<file path="src/rtl/seq_mult_32.sv">
// Iterative shift-add 32x32 unsigned multiplier built around one shared adder_32 ripple adder.
// Optional signed mode (two's-complement operands) is enabled by defining SEQ_MULT_SIGNED_EN.

module adder_32 (
    input  logic [31:0] A,
    input  logic [31:0] B,
    input  logic        CarryIn,
    output logic [31:0] S
);
    logic carry;

    always_comb begin
        carry = CarryIn;
        S     = '0;
        for (int i = 0; i < 32; i++) begin
            S[i]  = A[i] ^ B[i] ^ carry;
            carry = (A[i] & B[i]) | (carry & (A[i] ^ B[i]));
        end
    end
endmodule

// Handshake: start is the request valid and ~busy is ready; an operation is accepted on a
// rising edge where start=1 and busy=0. done pulses for one cycle with the product valid.
module seq_mult_32 #(
    parameter int WIDTH = 32,
    parameter int CNT_W = 6
) (
    input  logic             clk,
    input  logic             reset,
    input  logic             start,
    input  logic [WIDTH-1:0] a,
    input  logic [WIDTH-1:0] b,
`ifdef SEQ_MULT_SIGNED_EN
    input  logic             is_signed,
`endif
    output logic             busy,
    output logic             done,
    output logic [WIDTH-1:0] product_hi,
    output logic [WIDTH-1:0] product_lo,
    output logic [2:0]       dbgState
);
    typedef enum logic [2:0] {
        IDLE   = 3'd0,
        RUN    = 3'd1,
        DONE   = 3'd2
`ifdef SEQ_MULT_SIGNED_EN
        ,
        ABS_A  = 3'd3,
        ABS_B  = 3'd4,
        NEG_LO = 3'd5,
        NEG_HI = 3'd6
`endif
    } stateT;

    stateT              state, stateNext;
    logic [WIDTH-1:0]   mcand;
    logic [2*WIDTH-1:0] acc;
    logic [2*WIDTH-1:0] product;
    logic [CNT_W-1:0]   cnt;

    logic [WIDTH-1:0]   adderA, adderB, adderS;
    logic               adderCin;
    logic               carryOut;
    logic               lastIter;
    logic               runToDone;
    logic [2*WIDTH-1:0] runAcc;

`ifdef SEQ_MULT_SIGNED_EN
    logic signedOp, negSign, loWasZero;
    assign runToDone = ~signedOp;
`else
    assign runToDone = 1'b1;
`endif

    adder_32 uAdder (
        .A       (adderA),
        .B       (adderB),
        .CarryIn (adderCin),
        .S       (adderS)
    );

    // adder_32 has no carry output, so recover it from the operand and sum MSBs.
    assign carryOut = (adderA[WIDTH-1] & adderB[WIDTH-1]) |
                      ((adderA[WIDTH-1] | adderB[WIDTH-1]) & ~adderS[WIDTH-1]);
    assign runAcc   = {carryOut, adderS, acc[WIDTH-1:1]};
    assign lastIter = (cnt == CNT_W'(WIDTH - 1));

    assign product_hi = product[2*WIDTH-1:WIDTH];
    assign product_lo = product[WIDTH-1:0];
    assign dbgState   = state;

    always_ff @(posedge clk) begin
        if (reset) state <= IDLE;
        else       state <= stateNext;
    end

    always_comb begin
        stateNext = state;
        adderA    = '0;
        adderB    = '0;
        adderCin  = 1'b0;
        busy      = (state != IDLE);
        done      = (state == DONE);
        case (state)
            IDLE: begin
                if (start) begin
`ifdef SEQ_MULT_SIGNED_EN
                    stateNext = is_signed ? ABS_A : RUN;
`else
                    stateNext = RUN;
`endif
                end
            end
            RUN: begin
                adderA = acc[2*WIDTH-1:WIDTH];
                adderB = acc[0] ? mcand : '0;
                if (lastIter) begin
`ifdef SEQ_MULT_SIGNED_EN
                    stateNext = runToDone ? DONE : NEG_LO;
`else
                    stateNext = DONE;
`endif
                end
            end
            DONE: stateNext = IDLE;
`ifdef SEQ_MULT_SIGNED_EN
            ABS_A: begin
                adderA    = ~mcand;
                adderCin  = 1'b1;
                stateNext = ABS_B;
            end
            ABS_B: begin
                adderA    = ~acc[WIDTH-1:0];
                adderCin  = 1'b1;
                stateNext = RUN;
            end
            NEG_LO: begin
                adderA    = ~acc[WIDTH-1:0];
                adderCin  = 1'b1;
                stateNext = NEG_HI;
            end
            NEG_HI: begin
                // ~hi + 1 only when the low-word negation carried out, i.e. lo was zero.
                adderA    = ~acc[2*WIDTH-1:WIDTH];
                adderCin  = loWasZero;
                stateNext = DONE;
            end
`endif
            default: stateNext = IDLE;
        endcase
    end

    always_ff @(posedge clk) begin
        if (reset) begin
            mcand   <= '0;
            acc     <= '0;
            product <= '0;
            cnt     <= '0;
`ifdef SEQ_MULT_SIGNED_EN
            signedOp  <= 1'b0;
            negSign   <= 1'b0;
            loWasZero <= 1'b0;
`endif
        end else begin
            case (state)
                IDLE: begin
                    if (start) begin
                        mcand <= a;
                        acc   <= {{WIDTH{1'b0}}, b};
                        cnt   <= '0;
`ifdef SEQ_MULT_SIGNED_EN
                        signedOp  <= is_signed;
                        negSign   <= 1'b0;
                        loWasZero <= 1'b0;
`endif
                    end
                end
                RUN: begin
                    acc <= runAcc;
                    cnt <= cnt + CNT_W'(1);
                    if (lastIter && runToDone) product <= runAcc;
                end
`ifdef SEQ_MULT_SIGNED_EN
                ABS_A: begin
                    if (mcand[WIDTH-1]) mcand <= adderS;
                    negSign <= mcand[WIDTH-1] ^ acc[WIDTH-1];
                end
                ABS_B: begin
                    if (acc[WIDTH-1]) acc[WIDTH-1:0] <= adderS;
                end
                NEG_LO: begin
                    loWasZero <= (acc[WIDTH-1:0] == '0);
                    if (negSign) acc[WIDTH-1:0] <= adderS;
                end
                NEG_HI: begin
                    if (negSign) begin
                        acc[2*WIDTH-1:WIDTH] <= adderS;
                        product <= {adderS, acc[WIDTH-1:0]};
                    end else begin
                        product <= acc;
                    end
                end
`endif
                default: ;
            endcase
        end
    end
endmodule

</file>
<file path="config.mk">
export PLATFORM = sky130hd
export DESIGN_NAME = seq_mult_32
export DESIGN_NICKNAME = d
export VERILOG_FILES = /design/src/rtl/seq_mult_32.sv
export SDC_FILE = /design/constraint.sdc
export NUM_CORES = 1
export LEC_CHECK = 0
export CAP_MARGIN = 20
export CORE_ASPECT_RATIO = 0.6
export CORE_UTILIZATION = 57
export CTS_CLUSTER_SIZE = 20
export DETAILED_ROUTE_END_ITERATION = 6
export PLACE_DENSITY = 0.86
export SYNTH_ARGS = -nofsm -noshare
export SYNTH_HDL_FRONTEND = slang
export SYNTH_HIERARCHICAL = 1
export SYNTH_SLANG_ARGS = --single-unit
</file>
<file path="constraint.sdc">
create_clock -name clk -period 28.1 [get_ports clk]
set_clock_uncertainty 0.05 [all_clocks]
set_input_delay 2.81 -clock clk [delete_from_list [all_inputs] [get_ports clk]]
set_output_delay 2.81 -clock clk [all_outputs]
set_load 0.01 [all_outputs]
</file>
# Word-level counts from Yosys, hierarchy flattened
# Cells that the tools add are included.
# word_totals
ff_bits	169
# classes
add_sub_neg	1
eq_ne	5
mux	10
bitwise	159
reduce_logical	7
# ops
cell	n
64-bit case mux with 2 select lines	1
32-bit two-way mux	3
64-bit two-way mux	1
1-bit AND	63
1-bit bitwise XOR	63
1-bit OR	32
6-bit case mux with 2 select lines	1
2-bit AND reduction	4
6-bit by 1-bit adder with 6-bit output, second input constant	1
6-bit by 5-bit == test with 1-bit output, second input constant	1
3-bit two-way mux	2
6-bit two-way mux	1
3-bit case mux with 2 select lines	1
2-bit inequality test, second input constant	2
3-bit by 1-bit == test with 1-bit output, second input constant	1
3-bit by 2-bit == test with 1-bit output, second input constant	1
3-bit zero test	1
3-bit nonzero test	1
2-bit nonzero test	1
1-bit NOT	1

# Depth between registers and ports, before layout
# Gate-level depths: netlist (run 1).
# depth
ltp_word	68
mapped_depth	41
mapped_depth_nobuf	38

# Modules after synthesis
# Netlist (run 1), hierarchy kept.
# by_module_without_submodules
mod	n_inst	cells_per_inst	area_per_inst_um2	seq_area_each_um2
seq_mult_32	1	870	6809.0	3363.2
adder_32	1	37	663.1	0.0

# Worst setup path after synthesis (run 1)
# No wires, ideal clock.
# synth_path
path_type	register to register
start	reg state[0] (netlist: dbgState[0])
end	reg product[63]
arrival_ns	13.512
slack_ns	14.447
path_stages_with_launch	42
path_buffers	3
period_less_slack_ns	13.653
path_cell_list	dfxtp_1 -> buf_6 -> nor2b_1 -> buf_2 -> clkbuf_1 -> and2_1 -> fa_1 -> fa_1 -> fa_1 -> fa_1 -> fa_1 -> fa_1 -> fa_1 -> fa_1 -> fa_1 -> fa_1 -> fa_1 -> fa_1 -> (+6 left out) -> inv_1 -> fa_1 -> fa_1 -> fa_1 -> fa_1 -> fa_1 -> fa_1 -> fa_1 -> fa_1 -> fa_1 -> fa_1 -> fa_1 -> fa_1 -> fa_1 -> fa_1 -> xor3_1 -> maj3_1 -> a311oi_1
# synth_between
elab_chain_cells	67
elab_cells_between_ends	132
cone_classes	eq/ne (1); mux (2); bitwise (128); reduce/logical (1)
# synth_lines
element	line_no	source
from (decl)	55	stateT state, stateNext;
from (signal assigned)	94	else state <= stateNext;
3-bit by 1-bit == test with 1-bit output	104	case (state)
32-bit two-way mux	104	
net adderA[0]	61	logic [WIDTH-1:0] adderA, adderB, adderS;
1-bit AND (2 in series)	17	carry = (A[i] & B[i]) | (carry & (A[i] ^ B[i]));
1-bit OR	17	
1-bit AND	17	
1-bit OR	17	
1-bit AND	17	
(+52 left out)	-	
1-bit OR	17	
1-bit AND	17	
1-bit OR	17	
1-bit bitwise XOR	16	S[i] = A[i] ^ B[i] ^ carry;
net adderS[31]	61	
1-bit NOT	84	((adderA[WIDTH-1] | adderB[WIDTH-1]) & ~adderS[WIDTH-1]);
1-bit AND	84	
1-bit OR	83	assign carryOut = (adderA[WIDTH-1] & adderB[WIDTH-1]) |
to (signal assigned)	181	if (lastIter && runToDone) product <= runAcc;
to (decl)	58	logic [2*WIDTH-1:0] product;
# The timed path passes the listed nets, and every way through them passes these cells.
# A chain may end at the register's enable or synchronous reset.

# Worst setup path in the final report (run 1)
# layout_path
start	reg state[1] (netlist: dbgState[1])
end	reg product[63]
# layout_between
elab_chain_cells	67
elab_cells_between_ends	132
cone_classes	eq/ne (1); mux (2); bitwise (128); reduce/logical (1)
# layout_lines
element	line_no
3-bit by 1-bit == test with 1-bit output	104
32-bit two-way mux	104
net adderB[0]	61
1-bit AND (2 in series)	17
1-bit OR	17
1-bit AND	17
1-bit OR	17
1-bit AND	17
(+52 left out)	-
1-bit OR	17
1-bit AND	17
1-bit OR	17
1-bit bitwise XOR	16
net adderS[31]	61
1-bit NOT	84
1-bit AND	84
1-bit OR	83
# The timed path passes the listed nets, and every way through them passes these cells.

==> impl_summary.md, run 1 <==
Status
The run finished with clean final reports.

Yosys
The Yosys step of the flow raised 6 warnings. In the synthesized netlist, the number of instances is 907. By instance count, the leading cell after synthesis is dfxtp_1.

In the post-synthesis netlist, the biggest area contributors are dfxtp_1 (45%), a21oi_1 (8.8%), fa_1 (8.3%). The leading register cell type out of synthesis is dfxtp_1. The average cell area after synthesis is 8.24 sq um. By count the netlist is led by dfxtp_1 (168), a21oi_1 (131), nor2_1 (100).

The share of synthesized registers carrying an async set or reset is 0%. For this run, the register share of the synthesized area comes to 45.0%. The top cell type by area accounts for 45.0% of the synthesized area.

Counting flops with a built-in enable in the synthesized netlist gives 0. The largest total area in the synthesized netlist belongs to dfxtp_1. In this run, synthesis produced a sequential element count of 168. The cell area that synthesis handed to floorplanning was 0.00747 sq mm. Synthesis instantiated 39 different standard cells from the library.

Routing
The routed length on met1 is 8780 um. After detailed routing, no signal wire sits above met4. The overall routed net length is 18800 um. After detailed routing, the number of vias per cell comes to 5.79. The first detailed-routing pass took 5 iterations. The routed length on met2 is 8240 um.

The total number of vias is 6722. In the final routed layout, each cell accounts on average for 16.2 um. The length of routed met3 wiring is 1440 um.

The number of DRC violations after detailed routing is 0. The detailed router finished its first iteration with 625 violations. In this run the remaining antenna-violating nets after routing total 0.

Floorplanning
The number of core rows is 31. The area enclosed by the die boundary is 0.0136 sq mm. For this configuration, the core starts out at a cell density of 60.2%. The standard cell core area is 0.0124 sq mm. The chip height is 90.7 um. The floorplan die width is 150 um. The top-level I/O count is 136.

Global route
The number of global-route vias before repair is 6167. Entering global routing, the biggest net connects 100 pins. The number of antenna violations at the first check in global routing is 0. The total overflow left after global routing is 0. The first global-routing pass estimated 31000 um of wire. In the global route stage, overall resource usage came out at 28.8%.

Timing
The final clock period utilization by the worst path is 51.9%. The worst slack on hold paths is 401 ps. The minimum period implied by the final worst setup slack is 14580 ps. Setup violations remaining at the end of the flow were counted as 0.

In this run the tightest slew margin relative to its limit is 32.3%. The number of pins exceeding their max-slew limit in the final report was 0. The sum of negative setup slack is 0 ps. For the pin with the worst max-slew slack, the measured transition is 1010 ps. Setup repair after global routing left no endpoint under its margin. Timing would allow up to 0.0686 GHz. The count of endpoints failing hold in the final timing report came to 0.

Setup path
In this run the critical register-to-register path is launched from dbgState[1]. The critical path required time is 28380 ps. Tracing the worst setup path back leads to its startpoint at dbgState[1].

The arrival time of data at the critical path endpoint is 14860 ps. The kind of cell adding the most delay to the critical path is adder cells. The worst register-to-register path ends at product[63]. The setup check on the worst reg-to-reg path leaves a slack of 13520 ps. The critical path buffer and inverter count is 3. The worst setup path is of the reg -> reg kind.

Of all nets on the critical path, the largest fanout is 99. The cell count of the worst reg-to-reg path is 39. On the critical path, the stage with the largest delay is an instance of dfxtp_1.

The worst stage delay on the critical path is 550 ps. The worst setup path is launched from a flip-flop. The worst setup path is captured at a flip-flop. The cell occurring most often along the worst timing path is fa_1.

CTS
The largest buffer count on any clock path is 2. The root buffer cell chosen for the clock tree is clkbuf_16. The H-tree was split into 4 levels. The clock tree from TritonCTS is yes.

The number of buffers inserted for hold repair after clock tree synthesis is 0. After clock tree synthesis, the clock-pin slew on the worst setup and hold paths is 70 ps. The clock buffer count from CTS is 17. The quantity of gates resized following cts is 0. The post-CTS repair timing setup buffer count is 0.

Clock tree synthesis found a total of 168 sinks. The clock latency reported for the late side of the worst-skew pair is 430 ps.

Pwr
For this design the ratio of total power to cell area is 58.0 mW/mm^2. The design draws 0.540 mW. The leakage dissipation is 3.54 nW. VDD sags by at most 0.0000444 V.

Finish
The share of the core filled with cells in the final layout is 75.1%. The signed area change from the synthesized netlist to the final layout is 24.7%. The layout has 927 filler cells. The number of antenna repair diodes is 0. The final cell count without fillers is 1160. Of the cells placed in the final design, the portion with a size suffix greater than 1 is 5.23%. The total number of nets in the final design is 1081.

Hold path
The worst hold path passes through 2 cells. The worst hold path begins at mcand[13]. The worst hold endpoint is mcand[13].

The kind of path behind the tightest hold check is reg -> reg.

Placement
The routability congestion estimate from global placement is 0.831. The count of buffers added on input and output ports is 134. The HPWL after detailed placement is 11300 um. Once placement completed, the tool counted placed cells totaling 1128.

Job
Across the run, the number of max-cap violations was 0.
[cell type report]
type	count	area [sq um]	area share, %
Timing Repair Buffer	143	1410	15.1
Inverter	6	22.5	0.242
Multi-Input combinational cell	646	3690	39.6
Clock inverter	14	186	2.00
Clock buffer	18	439	4.71
Tap cell	165	206	2.22
Sequential cell	168	3360	36.1
[layer usage]
| metal | track usage [%] | vias up |
|---|---|---|
| met5 | 0 | - |
| met4 | 10.4 | 0 |
| met3 | 4.95 | 31 |
| met2 | 42.0 | 265 |
| met1 | 42.4 | 3188 |
| li1 | - | 3238 |
[metrics by stage]
step	worst slack, ps	cell area [sq um]
final	13520	9320
after global routing	13110	9320
after CTS	13640	9320
after detailed placement	13750	8690
after global placement	13960	8690
after floorplan	14450	7480
[worst max-delay path by stage]
stage / end / cells past startpoint
after floorplan: product[63] / 41
after global placement: product[63] / 39
after detailed placement: product[63] / 39
after CTS: product[63] / 39
after global routing: product[63] / 39
final: product[63] / 39
[placed cells by master, fill, tap and decap left out, types with 2 or more instances in the layout]
cell,netlist,layout
dfxtp_1,168,168
clkdlybuf4s50_1,0,133
a21oi_1,131,131
nor2_1,100,100
nand2_1,99,99
nand3_1,97,97
o21ai_0,64,64
nor4_1,33,33
and2_1,31,31
and3_1,31,31
fa_1,31,31
clkbuf_16,0,17
buf_4,2,10
inv_1,6,6
inv_6,0,4
clkinvlp_4,0,4
bufinv_16,0,3
a311oi_1,2,2
nor3_1,2,2
mux2_2,2,2
conb_1,1,2
inv_8,0,2
[registers in the layout (all words and copies together), names as in the netlist]
signal    count
mcand        32
product      64
acc          64
dbgState      2
cnt           6
[tightest hold or removal path, stage by stage (launching register included)]
cell and delay, ps:
dfxtp_1 310, nand2_1 50, a21oi_1 50
[kinds of logic (layout without fill, tap and decap cells)]
family,after synthesis,after routing,share of synthesized area [%]
muxes,2,2,0.301
buffers and inverters,94,181,5.88
AOI/OAI and AO/OA,202,202,13.9
xor gates and xnor gates,1,1,0.318
adders and majority gates,33,33,8.61
DFF,168,168,45.0
other,1,2,0.0502
and+or+nand+nor,406,406,26.0
[power by group]
| group | switching (mW) | internal (mW) |
|---|---|---|
| Combinational | 0.0239 | 0.0167 |
| Sequential | 0.00675 | 0.246 |
| Clock | 0.102 | 0.145 |
No activity file was read; power rests on OpenSTA's default activity.
==> run 2, diff against run 1 <==
- CORE_UTILIZATION: 57 -> 53
- PLACE_DENSITY: 0.86 -> 0.81
- clock period: 28.1 -> 14.6 ns (I/O delays scaled with it)
==> run 2 against run 1 <==
Design area shrank 0.11%. Count of clock-buffer cells in the layout shrank 1. Setup slack lost 13000 ps. Critical path depth shrank 1. Routed wire length shrank 1.9%. Cell count grew 2.5%. Clock power grew 75%. Via count shrank 2.1%. Critical endpoint unchanged. Highest routed layer unchanged.
==> impl_summary.md, run 2 (same netlist as run 1, synthesis figures left out) <==
Global route
The number of global-route vias before repair came to 6199 (+0.52%). The number of antenna violations at the first check in global routing was 0 (unchanged). The sum of overflow across all layers after global routing came to 0 (unchanged). The total global-route track usage was 26.8% (-2.0 points). The wire length of the first global-routing pass came to 30800 um (-0.62%). The largest net degree at the start of global routing was 92 (-8.0%).

Pwr
The switching power summed over all nets is 0.252 mW (+90%). The part of the total power dissipated in combinational logic is 8.1% (+0.6 points). The sequential power share is 48.5% (+1.7 points).

The largest voltage drop on the vdd net is 0.0000962 V (+120%). The switching share of power was 25.3% (+0.70 points). The clock power share is 43.3% (-2.4 points). The internal power consumption is 0.744 mW (+83%). The leakage dissipation is 3.54 nW (-0.20%). The power density over the cells is 107 mW/mm^2 (+85%).

Floorplanning
The area enclosed by the die boundary is 0.0146 sq mm (+7.4%). The standard cell core area was 0.0137 sq mm (+10%). The floorplan die width is 155 um (+3.7%).

The top-level I/O count is 136 (unchanged). The chip height is 94.0 um (+3.6%). The starting utilization of the core area is 54.5% (-5.7 points). The number of core rows is 33 (+6.5%).

CTS
The clock sink count is 168 (unchanged). The clock-pin slew reported for the worst setup and hold paths after clock tree synthesis is 70 ps (about the same). The largest buffer count on any clock path is 2 (unchanged). The level count of the clock H-tree was 4 (unchanged). The number of buffers inserted for hold repair after clock tree synthesis is 0 (unchanged). The clock latency reported for the late side of the worst-skew pair was 430 ps (about the same).

The clock tree from TritonCTS is yes. The post-CTS repair timing setup buffer count is 0 (unchanged). The clock root buffer is clkbuf_16. The quantity of gates resized following cts is 0 (unchanged). The clock buffer count from CTS is 17 (unchanged).

Routing
The number of DRC markers in iteration 0 was 664 (+6.2%). The wire length per cell is 15.5 um (-4.3%). The routed length on met2 is 8170 um (-0.80%). The final antenna-violating net count is 0 (unchanged). The number of DRC violations after detailed routing is 0 (unchanged). The routed length on met1 was 8940 um (+1.9%). The average via count per standard cell is 5.53 (-4.5%). The length of routed met3 wiring is 1060 um (-27%). The overall routed net length is 18400 um (-1.9%). The count of TritonRoute iterations in the first routing pass is 5 (unchanged). The total number of vias came to 6578 (-2.1%). The highest metal layer carrying signal wires in the routed design is met4.

Timing
The final clock period utilization by the worst path was 96.4% (+45 points). The count of endpoints failing hold in the final timing report is 0 (unchanged). The minimum period implied by the final worst setup slack was 14070 ps (-505 ps). The total setup violations reported at the end of the flow is 0 (unchanged). The number of pins exceeding their max-slew limit in the final report is 0 (unchanged). The slew at the pin with the worst max-slew slack is 1030 ps (+17.1 ps). The slack of the critical path is 529 ps (-13000 ps). Setup repair after global routing left no endpoint under its margin.

The worst slew slack as a fraction of its limit is 30.9% (-1.4 points). The maximum clock rate is 0.0711 GHz (+3.6%). The sum of negative setup slack came to 0 ps (unchanged).

Hold path
The source of the worst hold timing path is mcand[19]. The cell depth of the worst hold path is 2 (unchanged). The worst hold path terminates at mcand[19].

The tightest min-delay check is of the reg -> reg type.

Finish
The number of antenna repair diodes is 0 (unchanged). The signed area change from the synthesized netlist to the final layout is 24.6%. In the layout the commonest cells are dfxtp_1 (168), clkdlybuf4s50_1 (133), a21oi_1 (131). The most common cell after layout, fill and taps aside is dfxtp_1. The final design instance area without fill was 0.00931 sq mm (-0.11%). The share of post-route cells with drive strength above 1 is 5.42% (+0.19 points). The total number of nets in the final design is 1083 (+0.19%). The share of the core filled with cells in the final layout is 67.9% (-7.2 points). The largest registers in the layout are acc: 64 flops, product: 64 flops, mcand: 32 flops.

Setup path
The end of the worst register-to-register path is product[63]. The worst stage delay on the critical path came to 530 ps (-20 ps). The cell count of the worst reg-to-reg path was 38 (-2.6%).

The worst setup slack for register-to-register paths is 530 ps (-13000 ps). The slowest stage of the critical path belongs to the cell dfxtp_1. The startpoint identified for the worst register-to-register timing path is dbgState[1]. The worst setup path is launched from a flip-flop.

The arrival time of data at the critical path endpoint is 14350 ps (-510 ps). The maximum net fanout on the critical path is 16 (-84%). The critical path required time was 14880 ps (-13500 ps). The worst setup path is of the reg -> reg kind. The worst setup path is captured at a flip-flop. By instance count, the cell type seen most on the critical path is fa_1.

Placement
The worst slack at placement is 675 ps (-13080 ps). The total cell area at the placement stage was 0.00874 sq mm (+0.56%). The routability congestion estimate from global placement is 0.861 (+3.5%). The count of buffers inserted at the top-level ports was 134 (unchanged).

The HPWL after detailed placement is 11400 um (+1.6%).

Status
The run finished with clean final reports.

Job
The number of violations of the max-capacitance limit was 0 (unchanged).
## run 2: cell count changes in the layout (fill, tap and decap cells not counted)
cell	change
clkinvlp_4	-2
inv_8	-1
bufinv_16	-2
inv_6	+1
clkinv_2	+3
buf_4	+2
clkinv_4	+2
clkbuf_8	-1
## run 2: metrics by stage
step | power (mW) | hold slack [ps] | instances
2_1_floorplan | 0.543 | 382 | 908
3_3_place_gp | 0.573 | 391 | 1157
3_5_place_dp | 0.574 | 394 | 1157
4_1_cts | 1.00 | 404 | 1189
5_1_grt | 1.03 | 430 | 1189
6_report | 0.997 | 404 | 1189
## run 2: critical path, delay by kind of cell (launching register included)
kind / cells / cell delay (ps)
DFF: 1 / 530
buffers and inverters: 2 / 130
xor gates and xnor gates: 1 / 240
and+or+nand+nor: 2 / 350
adders and majority gates: 32 / 12400
AOI/OAI and AO/OA: 1 / 250
## run 2: final cells by class
class | instances | area [sq um]
fill | 1154 | 4400
multi-input combinational | 646 | 3690
sequential | 168 | 3360
timing repair buffer | 145 | 1420
clock buffer | 17 | 425
tap | 192 | 240
clock inverter | 15 | 141
inverter | 6 | 22.5
## run 2: layer usage
metal | vias up | track usage (%)
met3 | 23 | 5.26
met2 | 209 | 41.9
met1 | 3108 | 37.7
li1 | 3238 | -
met4 | 0 | 8.01
met5 | - | 0
## run 2: worst max path at each step
stage                  end        start  cells after the start  slack (ps)
2_1_floorplan  product[63]  dbgState[0]                     41         950
3_3_place_gp   product[63]  dbgState[1]                     38         810
3_5_place_dp   product[63]  dbgState[1]                     38         680
4_1_cts        product[63]  dbgState[1]                     38         610
5_1_grt        product[63]  dbgState[1]                     38          70
6_report       product[63]  dbgState[1]                     38         530
## run 2: power groups by stage
stage | clock network, mW | logic, mW | registers [mW]
6_report | 0.432 | 0.0809 | 0.484
3_5_place_dp | 0 | 0.0802 | 0.494
2_1_floorplan | 0 | 0.0524 | 0.491
3_3_place_gp | 0 | 0.0794 | 0.493
4_1_cts | 0.437 | 0.0807 | 0.483
5_1_grt | 0.458 | 0.0905 | 0.486
==> run 3, diff against run 2 <==
- ABC_CLOCK_PERIOD_IN_PS: not set -> 14600
==> results of run 3 <==
No change in the layout: final DEF, timing and power equal those of run 2.
